**src/rtl/imem_loader.sv**
```systemverilog
// rtl/imem_loader.sv - streams program bytes into a 64 x 32-bit instruction memory
module imem_loader #(
    parameter bit BIG_ENDIAN = 1'b1
) (
    input  logic        clk,
    input  logic        rst_n,
    input  logic        start,
    input  logic [6:0]  count,
    input  logic        abort,
    input  logic [7:0]  in_byte,
    input  logic        in_valid,
    output logic        in_ready,
    input  logic [5:0]  addr,
    output logic [31:0] data,
    output logic        busy,
    output logic        done,
    output logic [31:0] csum
);

    typedef enum logic [1:0] {
        IDLE = 2'd0,
        LOAD = 2'd1,
        DONE = 2'd2
    } state_t;

    state_t      state, state_nxt;
    logic [1:0]  bcnt;
    logic [6:0]  wptr;
    logic [6:0]  target;
    logic [23:0] asm_q;
    logic [31:0] mem [64];
    logic [6:0]  eff_count;
    logic [31:0] word;
    logic        accept;
    logic        commit;

    assign eff_count = (count > 7'd64) ? 7'd64 : count;
    assign data      = mem[addr];

    // asm_q holds the first three bytes of the word, oldest in [23:16]
    generate
        if (BIG_ENDIAN) begin : g_be
            assign word = {asm_q, in_byte};
        end else begin : g_le
            assign word = {in_byte, asm_q[7:0], asm_q[15:8], asm_q[23:16]};
        end
    endgenerate

    always_ff @(posedge clk or negedge rst_n) begin
        if (!rst_n) begin
            state <= IDLE;
        end else begin
            state <= state_nxt;
        end
    end

    always_comb begin
        state_nxt = state;
        in_ready  = 1'b0;
        busy      = 1'b0;
        done      = 1'b0;
        accept    = 1'b0;
        commit    = 1'b0;
        case (state)
            IDLE: begin
                if (start) begin
                    state_nxt = (eff_count == 7'd0) ? DONE : LOAD;
                end
            end
            LOAD: begin
                in_ready = 1'b1;
                busy     = 1'b1;
                // abort beats a coinciding byte, so nothing is written on that edge
                if (abort) begin
                    state_nxt = IDLE;
                end else if (in_valid) begin
                    accept = 1'b1;
                    if (bcnt == 2'd3) begin
                        commit = 1'b1;
                        if (wptr + 7'd1 == target) begin
                            state_nxt = DONE;
                        end
                    end
                end
            end
            DONE: begin
                busy      = 1'b1;
                done      = 1'b1;
                state_nxt = IDLE;
            end
            default: state_nxt = IDLE;
        endcase
    end

    always_ff @(posedge clk or negedge rst_n) begin
        if (!rst_n) begin
            bcnt   <= 2'd0;
            wptr   <= 7'd0;
            target <= 7'd0;
            asm_q  <= 24'd0;
            csum   <= 32'd0;
        end else begin
            if (state == IDLE && start) begin
                bcnt   <= 2'd0;
                wptr   <= 7'd0;
                target <= eff_count;
                asm_q  <= 24'd0;
                csum   <= 32'd0;
            end
            if (accept) begin
                asm_q <= {asm_q[15:0], in_byte};
                bcnt  <= bcnt + 2'd1;
                if (commit) begin
                    csum <= csum + word;
                    wptr <= wptr + 7'd1;
                end
            end
        end
    end

    always_ff @(posedge clk or negedge rst_n) begin
        if (!rst_n) begin
            for (int i = 0; i < 64; i++) begin
                mem[i] <= 32'h0000_0000;
            end
        end else if (commit) begin
            mem[wptr[5:0]] <= word;
        end
    end

endmodule

```
**config.mk**
```make
export PLATFORM = sky130hd
export DESIGN_NAME = imem_loader
export DESIGN_NICKNAME = d
export VERILOG_FILES = /design/src/rtl/imem_loader.sv
export SDC_FILE = /design/constraint.sdc
export NUM_CORES = 2
export LEC_CHECK = 0
export ABC_AREA = 1
export CORE_MARGIN = 4
export CORE_UTILIZATION = 55
export DETAILED_ROUTE_END_ITERATION = 10
export GPL_ROUTABILITY_DRIVEN = 0
export PLACE_DENSITY = 0.71
export SYNTH_ARGS = -nofsm -noshare
export SYNTH_HDL_FRONTEND = slang
export SYNTH_SLANG_ARGS = --single-unit
export TNS_END_PERCENT = 100
```
**constraint.sdc**
```tcl
create_clock -name clk -period 3.3 [get_ports clk]
set_clock_uncertainty 0.15 [all_clocks]
set_input_delay 0.33 -clock clk [delete_from_list [all_inputs] [get_ports clk]]
set_output_delay 0.33 -clock clk [all_outputs]
set_load 0.02 [all_outputs]
```
==> flow_summary.yaml <==
run_status:
  status: "finished clean"
floorplanning:
  die_w_um: 426
  start_util_pct: 55.3
  core_area_um2: 174000
  rows: 153
  die-area_um2: 182000
  die_h_um: 426
  ios: 93
synthesis:
  syn-num-nets: 12000
  synth_edf_count: 0
  synth-seq-cells: 2122
  synth_top_cell_by_area: "dfrtp_1"
  synth_flop_cell: "dfrtp_1"
  yosysMostFrequentCell: "nand2_1"
  synth_area_leaders: "dfrtp_1 55%, o21ai_0 14%, nand2_1 13%"
  syn_area_per_cell_um2: 8.09
  netlist_instances: 11900
  seq_area_frac_synth_pct: 55.2
  synth.top_cell.area_share_pct: 55.2
  yosysWarnings: 0
  syn_area_um2: 96100
  yosys-top-cells-count: "3420 x nand2_1, 2625 x o21ai_0, 2122 x dfrtp_1"
  async_flop_share_pct: 100
  synth_cell_types: 36
worst_setup_path:
  critPathLaunchType: "input pin"
  cp_slowest_cell: "buf_4"
  crit_arrival_ns: 2.77
  worst-path-buf-inv: 5
  critPathKind: "in -> out"
  cp_slowest_stage_delay_ns: 0.35
  reg2reg_depth: 6
  r2r_start: "wptr[2]"
  crit_family: "buffers and inverters"
  rr_endpoint: "mem[1405]"
  worstPathRequired_ns: 2.82
  timing.critical_path.to_type: "output port"
  ff2ff_setup_slack_ns: 0.45
  crit_chain: "buf_8 -> buf_12 -> buf_12 -> buf_4 -> o21ai_0 -> o22ai_1 -> nand2_1 -> nand3_1 -> nand3_1 -> nand2_1 -> nand2_1 -> nand2_1 -> buf_4"
  critPathMaxFanout: 52
  path_common_cell: "nand2_1"
power_and_ir_drop:
  ir_drop_v: 0.000527
  switchingPower_mw: 15.3
  p_per_area_nw_per_um2: 527
  switching_share_pct: 26.7
  p_comb_share_pct: 10.7
  p_int_mw: 41.8
  p_leak_nw: 48.2
  p_clk_share_pct: 43.3
  seq_power_share_pct: 46.0
final_layout:
  areaGrowthSynthToFinish_pct: 12.6
  drive_gt1_share_pct: 7.75
  finalNetCount: 11600
  fin_cells: 14000
  fin_util_pct: 62.3
placed_design:
  dp.cells: 13600
  place_hpwl_mm: 183
  port_buffers: 92
min_path:
  min_to: "csum[0]"
  hp-class: "in -> reg"
  min_path_cells: 3
  min_from: "in_byte[0]"
clock_network:
  post_cts_buffers: 0
  cts.sinks: 2122
  cts_buffer_depth: 3
  cts-buffers-inserted: 214
  htree_levels: 4
  cts_tree: "yes"
  clkTransAtPathRegs_ns: 0.06
  clock_latency_ns: 0.86
  cts_root_buf: "clkbuf_16"
timing:
  slew_viol_final: 0
  hold_viol: 0
  fin_tns_setup_ns: 0
  fin_crit_ns: 3.25
  min_period_over_period_pct: 98.5
  worst_pin_slew_ns: 1.16
  rsz0062_at_grt: "no"
  fmax_mhz: 308
  setup_viol_count_final: 0
  max-slew-margin-rel_pct: 22.3
route:
  wl_per_cell_um: 22.2
  drt_wl_total_mm: 311
  first_pass_iters: 7
  antenna_left: 0
  vias: 85700
  drc: 0
  vias_per_cell: 6.11
  drt_iter0_markers: 10900
global_route:
  antenna_found_initial: 4
  grt_pass1_wl_mm: 487
  grt_max_degree: 161
  track_usage_pct: 34.4
  first_global_vias: 82600
  overflow: 0
job:
  drv_cap: 0
power groups by stage:
stage               Clock [mW]  Combinational (mW)  Sequential [mW]
floorplan                    0                2.96             26.7
global placement             0                5.89             26.7
detailed placement           0                5.94             26.7
CTS                       24.9                5.97             26.3
global route              26.0                6.53             26.3
finish                    24.7                6.11             26.3
sequential cells by signal, indices dropped and copies added (netlist names):
register / cells
mem: 2048
csum: 32
asm_q: 24
target: 7
wptr: 7
bcnt: 2
state: 2
per-stage QoR:
step                      power, mW  hold slack (ns)  area, µm²  worst slack [ns]
after floorplan                29.7           -0.116      96100             0.639
after CTS                      57.1           0.0619     108000           0.00841
after global placement         32.6           0.0905     101000             0.143
after global routing           58.8            0.129     108000           0.00468
final                          57.1            0.111     108000            0.0507
after detailed placement       32.7           0.0952     101000             0.171
logic make-up (layout without fill, tap and decap cells):
group           count (synthesis)  count (layout)  synth area share, %
xor+xnor                       11              11                0.100
buf+inv                      1317            1126                 5.16
simple gates                 5085            5085                 21.3
compound gates               3315            3315                 17.7
other cells                     0               4                    0
flops                        2122            2122                 55.2
fa+ha+maj                      37              37                0.489
layout by cell type, fill, tap and decap left out, types with 14 or more instances in the layout:
cell type,instances
nand3_1,913
o21ai_0,2625
a21oi_1,132
clkbuf_1,52
buf_4,268
buf_12,152
nor2_1,691
o21ai_1,198
o22ai_1,348
clkbuf_16,217
inv_1,202
clkbuf_8,58
ha_1,36
clkdlybuf4s50_1,53
nand2_1,3365
nand2_2,71
inv_2,35
clkinv_2,34
nand3_2,14
dfrtp_1,2122
how the worst max path moves through the flow:
stage,startpoint,end,slack [ns],cells past startpoint
floorplan,state[1],mem[2047],0.64,13
global route,addr[0],data[9],0.005,13
finish,addr[0],data[9],0.05,13
CTS,mem[61],data[29],0.008,9
global placement,addr[0],data[25],0.14,12
detailed placement,addr[0],data[25],0.17,12
final cells by class:
type	count	area, µm²
antenna	4	10.0
clock buffer	327	6420
clock inverter	62	724
fill	14800	65600
inverter	243	940
multi-input combinational	8448	38300
sequential	2122	53100
tap	2325	2910
timing repair buffer	494	5840
routing by layer:
layer  up-vias  track usage, %  routed length (µm)
li1      38700               -                   -
met1     41600            47.4              125000
met2      4588            52.1              136000
met3       762            7.38               33100
met4         2            16.5               16600
met5         -               0                  26
timing repair:
action                                  4_1_cts  5_1_grt
endpoints found under the setup margin        4       17
cloned                                        0        0
hold endpoints to repair                   1639        0
resized for setup                             4       22
hold buffers                                 10        0
worst register-to-register path: stages, from the launching register on:
cell and delay [ns]:
dfrtp_1 0.54, inv_1 0.18, nor3_2 0.81, nand2_2 0.43, buf_12 0.32, nand2_1 0.15, o21ai_0 0.11
No activity file was read; power rests on OpenSTA's default activity.
